File: src/rtl/alu_mdu.sv
// alu_mdu: parametrised integer execute unit for the execute stage.
//
// Single-cycle ALU ops (add/sub/logic/shift/compare) return one cycle after
// acceptance. MUL/MULHU iterate a shift-add multiplier for WIDTH cycles.
// DIV/DIVU/REM/REMU iterate a restoring divider for WIDTH cycles when the
// ALU_DIV_EN macro is defined. Without it, ops 12-15 complete in one cycle
// with result 0 and err 1.
//
// Parameters:
//   WIDTH      operand/result width (power of two, >= 8)
// Ports:
//   clk        clock, rising edge
//   reset      asynchronous active-high reset
//   in_valid   operation offered
//   in_ready   unit can accept this cycle
//   op         operation code (0 ADD .. 15 REMU)
//   a, b       operands, captured at accept
//   out_valid  result available, held until consumed
//   out_ready  consumer takes the result this cycle
//   result     result value
//   err        op not supported in this build (qualified by out_valid)
// Build option:
//   ALU_DIV_EN defined -> divider datapath and DIV state are built.

module alu_mdu #(
  parameter int unsigned WIDTH = 64
) (
  input  logic             clk,
  input  logic             reset,
  input  logic             in_valid,
  output logic             in_ready,
  input  logic [3:0]       op,
  input  logic [WIDTH-1:0] a,
  input  logic [WIDTH-1:0] b,
  output logic             out_valid,
  input  logic             out_ready,
  output logic [WIDTH-1:0] result,
  output logic             err
);

  localparam int unsigned SHW = $clog2(WIDTH);
  localparam int unsigned CW  = SHW + 1;

  typedef enum logic [3:0] {
    OP_ADD   = 4'd0,
    OP_SUB   = 4'd1,
    OP_AND   = 4'd2,
    OP_OR    = 4'd3,
    OP_XOR   = 4'd4,
    OP_SLL   = 4'd5,
    OP_SRL   = 4'd6,
    OP_SRA   = 4'd7,
    OP_SLT   = 4'd8,
    OP_SLTU  = 4'd9,
    OP_MUL   = 4'd10,
    OP_MULHU = 4'd11,
    OP_DIV   = 4'd12,
    OP_DIVU  = 4'd13,
    OP_REM   = 4'd14,
    OP_REMU  = 4'd15
  } op_e;

  typedef enum logic [1:0] {
    S_IDLE = 2'd0,
    S_MUL  = 2'd1,
    S_DIV  = 2'd2
  } state_e;

  state_e             r_state;
  state_e             w_state_nxt;
  logic [CW-1:0]      r_cnt;
  // Shared iteration register: product {hi,lo} for MUL, {remainder,quotient}
  // for DIV (dividend bits shift out of the low half as quotient bits enter).
  logic [2*WIDTH-1:0] r_acc;
  // Multiplicand for MUL, divisor magnitude for DIV.
  logic [WIDTH-1:0]   r_opb;
  // Selects the upper half (MULHU) or remainder (REM/REMU) at completion.
  logic               r_hi_sel;
  logic               r_out_valid;
  logic [WIDTH-1:0]   r_result;
  logic               r_err;

  op_e                w_op;
  logic               w_busy;
  logic               w_accept;
  logic               w_is_mul;
  logic               w_done;
  logic               w_load;
  logic               w_wr;
  logic [WIDTH-1:0]   w_wr_res;
  logic               w_wr_err;
  logic [SHW-1:0]     w_shamt;
  logic [WIDTH-1:0]   w_alu_res;
  logic               w_alu_err;
  logic [WIDTH:0]     w_mul_sum;
  logic [WIDTH-1:0]   w_fin_res;

  assign w_op     = op_e'(op);
  assign w_shamt  = b[SHW-1:0];
  assign w_busy   = (r_state != S_IDLE);
  assign in_ready = !w_busy && (!r_out_valid || out_ready);
  assign w_accept = in_valid && in_ready;
  assign w_is_mul = (w_op == OP_MUL) || (w_op == OP_MULHU);
  assign w_done   = w_busy && (r_cnt == '0);

  assign out_valid = r_out_valid;
  assign result    = r_result;
  assign err       = r_err;

  // Single-cycle operations. Ops that reach the default arm here are the
  // unsupported ones (divide ops when the divider is not built).
  always_comb begin
    w_alu_res = '0;
    w_alu_err = 1'b0;
    case (w_op)
      OP_ADD:  w_alu_res = a + b;
      OP_SUB:  w_alu_res = a - b;
      OP_AND:  w_alu_res = a & b;
      OP_OR:   w_alu_res = a | b;
      OP_XOR:  w_alu_res = a ^ b;
      OP_SLL:  w_alu_res = a << w_shamt;
      OP_SRL:  w_alu_res = a >> w_shamt;
      OP_SRA:  w_alu_res = $signed(a) >>> w_shamt;
      OP_SLT:  w_alu_res = {{(WIDTH-1){1'b0}}, ($signed(a) < $signed(b))};
      OP_SLTU: w_alu_res = {{(WIDTH-1){1'b0}}, (a < b)};
      default: w_alu_err = 1'b1;
    endcase
  end

  // Shift-add step: add multiplicand to the upper half when the current
  // multiplier bit (LSB) is set, then shift the whole accumulator right.
  assign w_mul_sum = {1'b0, r_acc[2*WIDTH-1:WIDTH]}
                   + (r_acc[0] ? {1'b0, r_opb} : '0);

`ifdef ALU_DIV_EN
  logic             r_neg_q;
  logic             r_neg_r;
  logic             r_dz;
  logic             w_is_div;
  logic             w_sgn_op;
  logic             w_a_neg;
  logic             w_b_neg;
  logic [WIDTH-1:0] w_a_mag;
  logic [WIDTH-1:0] w_b_mag;
  logic [WIDTH:0]   w_div_sh;
  logic             w_div_ge;
  logic [WIDTH-1:0] w_div_diff;
  logic [WIDTH-1:0] w_div_q;
  logic [WIDTH-1:0] w_div_r;

  assign w_is_div = (op[3:2] == 2'b11);
  // DIV (12) and REM (14) are signed; DIVU (13) and REMU (15) are not.
  assign w_sgn_op = ~op[0];
  assign w_a_neg  = w_sgn_op & a[WIDTH-1];
  assign w_b_neg  = w_sgn_op & b[WIDTH-1];
  assign w_a_mag  = w_a_neg ? -a : a;
  assign w_b_mag  = w_b_neg ? -b : b;

  // Restoring step: partial remainder shifted left with the next dividend bit.
  // When it fits, the difference is below 2^WIDTH, so the low bits suffice.
  assign w_div_sh   = {r_acc[2*WIDTH-1:WIDTH], r_acc[WIDTH-1]};
  assign w_div_ge   = (w_div_sh >= {1'b0, r_opb});
  assign w_div_diff = w_div_sh[WIDTH-1:0] - r_opb;

  // A zero divisor yields an all-ones quotient regardless of signs; the
  // remainder naturally comes out as the original dividend.
  assign w_div_q = r_dz ? '1 : (r_neg_q ? -r_acc[WIDTH-1:0] : r_acc[WIDTH-1:0]);
  assign w_div_r = r_neg_r ? -r_acc[2*WIDTH-1:WIDTH] : r_acc[2*WIDTH-1:WIDTH];
`endif

  always_comb begin
    w_fin_res = '0;
    if (r_state == S_MUL) begin
      w_fin_res = r_hi_sel ? r_acc[2*WIDTH-1:WIDTH] : r_acc[WIDTH-1:0];
    end
`ifdef ALU_DIV_EN
    else if (r_state == S_DIV) begin
      w_fin_res = r_hi_sel ? w_div_r : w_div_q;
    end
`endif
  end

  // Next-state and control.
  always_comb begin
    w_state_nxt = r_state;
    w_load      = 1'b0;
    w_wr        = 1'b0;
    w_wr_res    = '0;
    w_wr_err    = 1'b0;
    case (r_state)
      S_IDLE: begin
        if (w_accept) begin
          if (w_is_mul) begin
            w_state_nxt = S_MUL;
            w_load      = 1'b1;
          end
`ifdef ALU_DIV_EN
          else if (w_is_div) begin
            w_state_nxt = S_DIV;
            w_load      = 1'b1;
          end
`endif
          else begin
            w_wr     = 1'b1;
            w_wr_res = w_alu_res;
            w_wr_err = w_alu_err;
          end
        end
      end
      default: begin
        if (w_done) begin
          w_state_nxt = S_IDLE;
          w_wr        = 1'b1;
          w_wr_res    = w_fin_res;
        end
      end
    endcase
  end

  always_ff @(posedge clk or posedge reset) begin
    if (reset) begin
      r_state <= S_IDLE;
    end else begin
      r_state <= w_state_nxt;
    end
  end

  always_ff @(posedge clk or posedge reset) begin
    if (reset) begin
      r_cnt       <= '0;
      r_acc       <= '0;
      r_opb       <= '0;
      r_hi_sel    <= 1'b0;
      r_out_valid <= 1'b0;
      r_result    <= '0;
      r_err       <= 1'b0;
`ifdef ALU_DIV_EN
      r_neg_q     <= 1'b0;
      r_neg_r     <= 1'b0;
      r_dz        <= 1'b0;
`endif
    end else begin
      // A fresh result takes priority over consumption of the old one.
      if (w_wr) begin
        r_out_valid <= 1'b1;
        r_result    <= w_wr_res;
        r_err       <= w_wr_err;
      end else if (out_ready) begin
        r_out_valid <= 1'b0;
      end

      if (w_load) begin
        r_cnt    <= CW'(WIDTH);
        r_hi_sel <= w_is_mul ? op[0] : op[1];
        if (w_is_mul) begin
          r_acc <= {{WIDTH{1'b0}}, a};
          r_opb <= b;
        end
`ifdef ALU_DIV_EN
        else begin
          r_acc   <= {{WIDTH{1'b0}}, w_a_mag};
          r_opb   <= w_b_mag;
          r_neg_q <= w_a_neg ^ w_b_neg;
          r_neg_r <= w_a_neg;
          r_dz    <= (b == '0);
        end
`endif
      end else if (w_busy && (r_cnt != '0)) begin
        r_cnt <= r_cnt - CW'(1);
        if (r_state == S_MUL) begin
          r_acc <= {w_mul_sum, r_acc[WIDTH-1:1]};
        end
`ifdef ALU_DIV_EN
        else begin
          r_acc <= {(w_div_ge ? w_div_diff : w_div_sh[WIDTH-1:0]),
                    r_acc[WIDTH-2:0], w_div_ge};
        end
`endif
      end
    end
  end

endmodule

File: config.mk
export PLATFORM = sky130hd
export DESIGN_NAME = alu_mdu
export DESIGN_NICKNAME = d
export VERILOG_FILES = /design/src/rtl/alu_mdu.sv
export SDC_FILE = /design/constraint.sdc
export NUM_CORES = 2
export LEC_CHECK = 0
export CORE_MARGIN = 4
export CORE_UTILIZATION = 50
export CTS_CLUSTER_DIAMETER = 50
export DETAILED_ROUTE_END_ITERATION = 10
export PLACE_DENSITY = 0.69
export SYNTH_ARGS = -nofsm -noshare
export SYNTH_HDL_FRONTEND = slang
export SYNTH_SLANG_ARGS = --single-unit
File: constraint.sdc
create_clock -name clk -period 25.4 [get_ports clk]
set_input_delay 5.08 -clock clk [delete_from_list [all_inputs] [get_ports clk]]
set_output_delay 5.08 -clock clk [all_outputs]
set_load 0.05 [all_outputs]
Yosys cells after proc, flatten, opt, wreduce, memory -nomap -nowiden --
Cells that the tools add are included.
Word-level totals: register bits after elaboration 268, input bits 136, output and inout port bits 67, word-level logic and storage cells 88
Operators by class: add/sub/neg operators 4, $lt $le $gt $ge 2, equal/unequal tests 15, shift operators 3, multiplexer cells 32, bitwise logic cells 3, reduce and logical (&&, ||, !) cells 21
Operators by type and width (count):
- $pmux 64 s10 | 1
- $mux 128 | 4
- $mux 64 | 7
- $lt 64x64->1 | 2
- $add 64x64->65 | 1
- $add 64x64->64 | 1
- $and 64x64->64 | 1
- $or 64x64->64 | 1
- $shl 64x6->64 | 1
- $shr 64x6->64 | 1
- $sshr 64x6->64 | 1
- $sub 64x64->64 | 1
- $xor 64x64->64 | 1
- $eq 4x3->1 const B | 4
- $eq 4x4->1 const B | 4
- $mux 1 | 14
- $mux 7 | 2
- $reduce_bool 2->1 | 5
- $reduce_or 10->1 | 1
- $eq 4x2->1 const B | 2
- $mux 2 | 4
- $logic_not 7->1 | 1
- $reduce_bool 7->1 | 1
- $sub 7x1->7 const B | 1
- 10 further kinds | 18

Longest topological paths before layout --
depth in word-level cells 8, depth in mapped cells 19, mapped depth without buffers 15

Worst setup path before layout --
Ideal clock, no wire load.
kind input to output, from input out_ready, to output in_ready, data arrival time 5.646 ns, data required time 20.320 ns, slack 14.674 ns, stages 2, path buffers 0, path through nand2b_1 -> and2_1
Between the ends: longest elaborated chain between the ends 2
RTL lines:
- from (decl) | line 36 | input logic out_ready,
- $logic_or 1x1->1 | line 101 | assign in_ready = !w_busy && (!r_out_valid || out_ready);
- $logic_and 1x1->1 | line 101
- to (decl) | line 31 | output logic in_ready,
Every way passes these cells.

Final worst setup path --
Ends and elaborated chain as after synthesis.

==> impl_metrics.tcl <==
set metrics [dict create \
    sequentialPowerShare_pct 24.1 \
    worst_setup_path_end_kind "output port" \
    timing.max_slew.rel_slack_pct 3.45 \
    grt_setup_unrepaired "false" \
    h_tree_depth 2 \
    area_growth_pct 11.5 \
    layout.core_utilization_pct 56.1 \
    r2r_end "r_acc[124]$_DFFE_PP0P_" \
    yosysWarnings 0 \
    clk-insertion-delay-late_ns 0.61 \
    min_delay_endpoint "r_opb[41]$_DFFE_PP0P_" \
    area_taken_by_multi_input_logic_gates_um2 25500 \
    ys_dominant_reg_cell "dfrtp_1" \
    r2r_setup_slack_ns 18.88 \
    remaining_drc_errors 0 \
    post-route-worst-setup-slack_ns 13.67 \
    max_cap_viol_count 0 \
    worst_setup_path_start_kind "input pin" \
    critPathKind "in -> out" \
    drt_iter0_drc 5948 \
    initial_utilization_pct 50.3 \
    cts.clk_slew.worst_paths_ns 0.05 \
    fp-row-count 96 \
    total_switching_power_uw 1520 \
    grt_pass1_wl_um 241000 \
    total_clock_buffers_created_by_cts 45 \
    critical_path.reg2reg.startpoint "r_acc[0]$_DFFE_PP0P_" \
    track_usage_pct 43.6 \
    power_report.internal_total_uw 1570 \
    tritoncts_clock_tree "yes" \
    design.die.area_um2 73200 \
    finalHoldWorstSlack_ns 0.468 \
    final-setup-viol-count 0 \
    comb_power_share_pct 55.3 \
    timing.final.max_slew_violations 0 \
    critPathRequiredTime_ns 20.32 \
    io_buffer_count 202 \
    pin_count 203 \
    switching_share_pct 49.1 \
    post_cts_resized 0 \
    timing.setup.tns_ns 0 \
    grt.overflow.total 0 \
    timing.final.hold_violations 0 \
    via_per_inst 7.04 \
    post_synthesis_instance_area_um2 34500 \
    critical_path.max_fanout 3 \
    postCtsHoldBufs 0 \
    cp.buffers_inverters 2 \
    avgRoutedWirePerCell_um 30.7 \
    post-route-period-util_pct 46.2 \
    synthesis.instances 4561 \
    synth.avg_cell_area_um2 7.56 \
    core_area_um2 68500 \
    number_of_flops_mapped_to_enable_cells_by_yosys 0 \
    die_height_um 271 \
    routabilityCongestion 1.10 \
    critical_path.cell_chain "clkdlybuf4s50_1 > nand2b_1 > and2_1 > clkdlybuf4s50_1" \
    num-fill-cells 6611 \
    synth_nets 4963 \
    routed_wirelength_um 168000 \
    clockRootBuffer "clkbuf_16" \
    timing.hold.worst_path_depth 2 \
    place.detailed.hpwl_um 127000 \
    place_ws_ns 13.68 \
    flop_and_latch_count_out_of_synthesis 267 \
    cp_slowest_stage_delay_ns 0.81 \
    number_of_antenna_violations_at_the_first_check_in_global_routing 7 \
    power.density_nw_per_um2 80.4 \
    path_common_cell "clkdlybuf4s50_1" \
    final-seq-area_um2 6690 \
    grt_max_degree 143 \
    crit_arrival_ns 6.65 \
    worst_path_dominant_cell_family "buffers and inverters" \
    asyncSetResetFlopFracSynth_pct 100 \
    layout.nets 4936 \
    clkPwrFrac_pct 20.5 \
    antenna_violating_nets_post_route 0 \
    cts_setup_buffers 0 \
    synth_sequential_area_ratio_pct 19.4 \
    die_width_um 271 \
    worst_slew_pin_tran_ns 1.43 \
    ys_types 87 \
    ctsLongestPathBuffers 3 \
    grt_pass1_vias 35300 \
    worst-r2r-cell-count 14 \
    worstHoldStart "r_opb[41]$_DFFE_PP0P_" \
    period_minus_slack_ns 11.73 \
    clock.fmax_ghz 0.0853 \
    worst_path_max_delay_cell "clkdlybuf4s50_1" \
    tritoncts_num_sinks 267 \
    min_path_type "reg -> reg" \
    drt-pass1-iter-count 6 \
    skew_ns 0.0272 \
    route.vias.total 38400 \
    power.leakage_uw 0.0167 \
    status "completed" \
    final_layout_size_suffix_gt1_share_pct 8.34 \
    cp.depth 4 \
    peak_vdd_ir_mv 0.0862 \
]
==> layout by cell type, fill, tap and decap left out, types with 19 or more instances in the layout <==
| cell | Yosys | routed |
|---|---|---|
| nand2_1 | 484 | 481 |
| nor2_1 | 453 | 448 |
| o21ai_0 | 421 | 421 |
| a21oi_1 | 391 | 391 |
| dfrtp_1 | 267 | 265 |
| ha_1 | 263 | 263 |
| inv_1 | 215 | 213 |
| clkdlybuf4s50_1 | 0 | 195 |
| mux2i_1 | 182 | 182 |
| nand3_1 | 144 | 144 |
| mux4_2 | 108 | 108 |
| buf_4 | 12 | 94 |
| a22oi_1 | 93 | 93 |
| a21o_1 | 81 | 81 |
| and2_1 | 80 | 80 |
| a31oi_1 | 76 | 76 |
| nor3_1 | 72 | 71 |
| xnor2_1 | 69 | 69 |
| a211oi_1 | 61 | 61 |
| a221oi_1 | 51 | 51 |
| o21bai_1 | 47 | 47 |
| o211ai_1 | 46 | 46 |
| clkbuf_16 | 0 | 45 |
| mux2_2 | 43 | 43 |
| o221ai_1 | 43 | 43 |
| xor2_1 | 36 | 36 |
| o31ai_1 | 33 | 33 |
| nor4_1 | 33 | 33 |
| nand4_1 | 31 | 31 |
| nand2b_1 | 27 | 26 |
| and3_1 | 27 | 26 |
| or3_1 | 24 | 24 |
| o21a_1 | 21 | 21 |
| o22ai_1 | 20 | 20 |
| o2111ai_1 | 20 | 20 |
| nor2b_1 | 19 | 19 |
==> how the worst max path moves through the flow <==
stage          startpoint              end  slack [ns]
3_3_place_gp    out_ready         in_ready       13.68
2_1_floorplan       reset  err$_DFFE_PP0P_       12.97
3_5_place_dp    out_ready         in_ready       13.68
4_1_cts         out_ready         in_ready       13.68
5_1_grt         out_ready         in_ready       13.60
6_report        out_ready         in_ready       13.67
==> final cells by class <==
| class | count | area share (%) |
|---|---|---|
| clock inverter | 28 | 0.837 |
| tap | 882 | 2.87 |
| sequential | 267 | 17.4 |
| antenna | 3 | 0.0195 |
| inverter | 221 | 2.19 |
| multi-input combinational | 3705 | 66.4 |
| clock buffer | 56 | 3.19 |
| timing repair buffer | 294 | 7.05 |
==> tightest hold or removal path: stages (launching register included) <==
cell and delay, ns:
dfrtp_1 0.33, nand2_1 0.04, o21ai_0 0.05
==> cell families after synthesis <==
group           count (synthesis)  share of synthesized area [%]
compound gates               1567                           29.2
xor+xnor                      105                           2.67
fa+ha+maj                     266                           9.72
buf+inv                       589                           6.72
flops                         267                           19.4
mux                           333                           13.7
simple gates                 1434                           18.6
==> flip-flops by register name, summed over array words and instances (netlist names) <==
signal	flops
r_acc	128
r_opb	64
result	64
err	1
r_state	1
r_hi_sel	1
out_valid	1
r_cnt	7
==> layer usage <==
metal,GRT usage (%),share of wire [%],vias up
li1,-,-,16700
met1,61.3,41,18500
met5,0,0.027,-
met2,62.3,41,2733
met4,15.2,4.3,6
met3,14.9,14,432
==> synth_stat cells (21+ instances only) <==
cell type	n	area [um^2]
buf_1	42	158
and2_1	80	500
o221ai_1	43	377
o31ai_1	33	248
a21oi_1	391	1960
a21o_1	81	608
o21a_1	21	158
nor4_1	33	206
or3_1	24	150
buf_2	42	210
nand4_1	31	194
xnor2_1	69	604
nand2_1	484	1820
o21bai_1	47	353
dfrtp_1	267	6680
nand2b_1	27	169
o21ai_0	421	2110
a221oi_1	51	447
xor2_1	36	315
clkbuf_1	271	1020
nand3_1	144	721
nor2_1	453	1700
a211oi_1	61	458
ha_1	263	3290
inv_1	215	807
mux4_2	108	2430
a31oi_1	76	475
and3_1	27	169
mux2i_1	182	1820
mux2_2	43	484
a22oi_1	93	698
o211ai_1	46	345
nor3_1	72	360
==> power groups by stage <==
stage | Clock, uW | Sequential [uW] | Combinational (uW)
floorplan | 0 | 808 | 1040
global placement | 0 | 739 | 1630
detailed placement | 0 | 743 | 1650
CTS | 639 | 738 | 1660
global route | 660 | 763 | 1830
finish | 635 | 746 | 1710
==> metrics by stage <==
stage	cell area [um^2]	power, uW	instances
final	38400	3090	5456
after global routing	38400	3250	5453
after CTS	38400	3040	5453
after detailed placement	36900	2390	5369
after global placement	36900	2370	5369
after floorplan	34500	1840	4561
(Power assumes the default switching activity.)
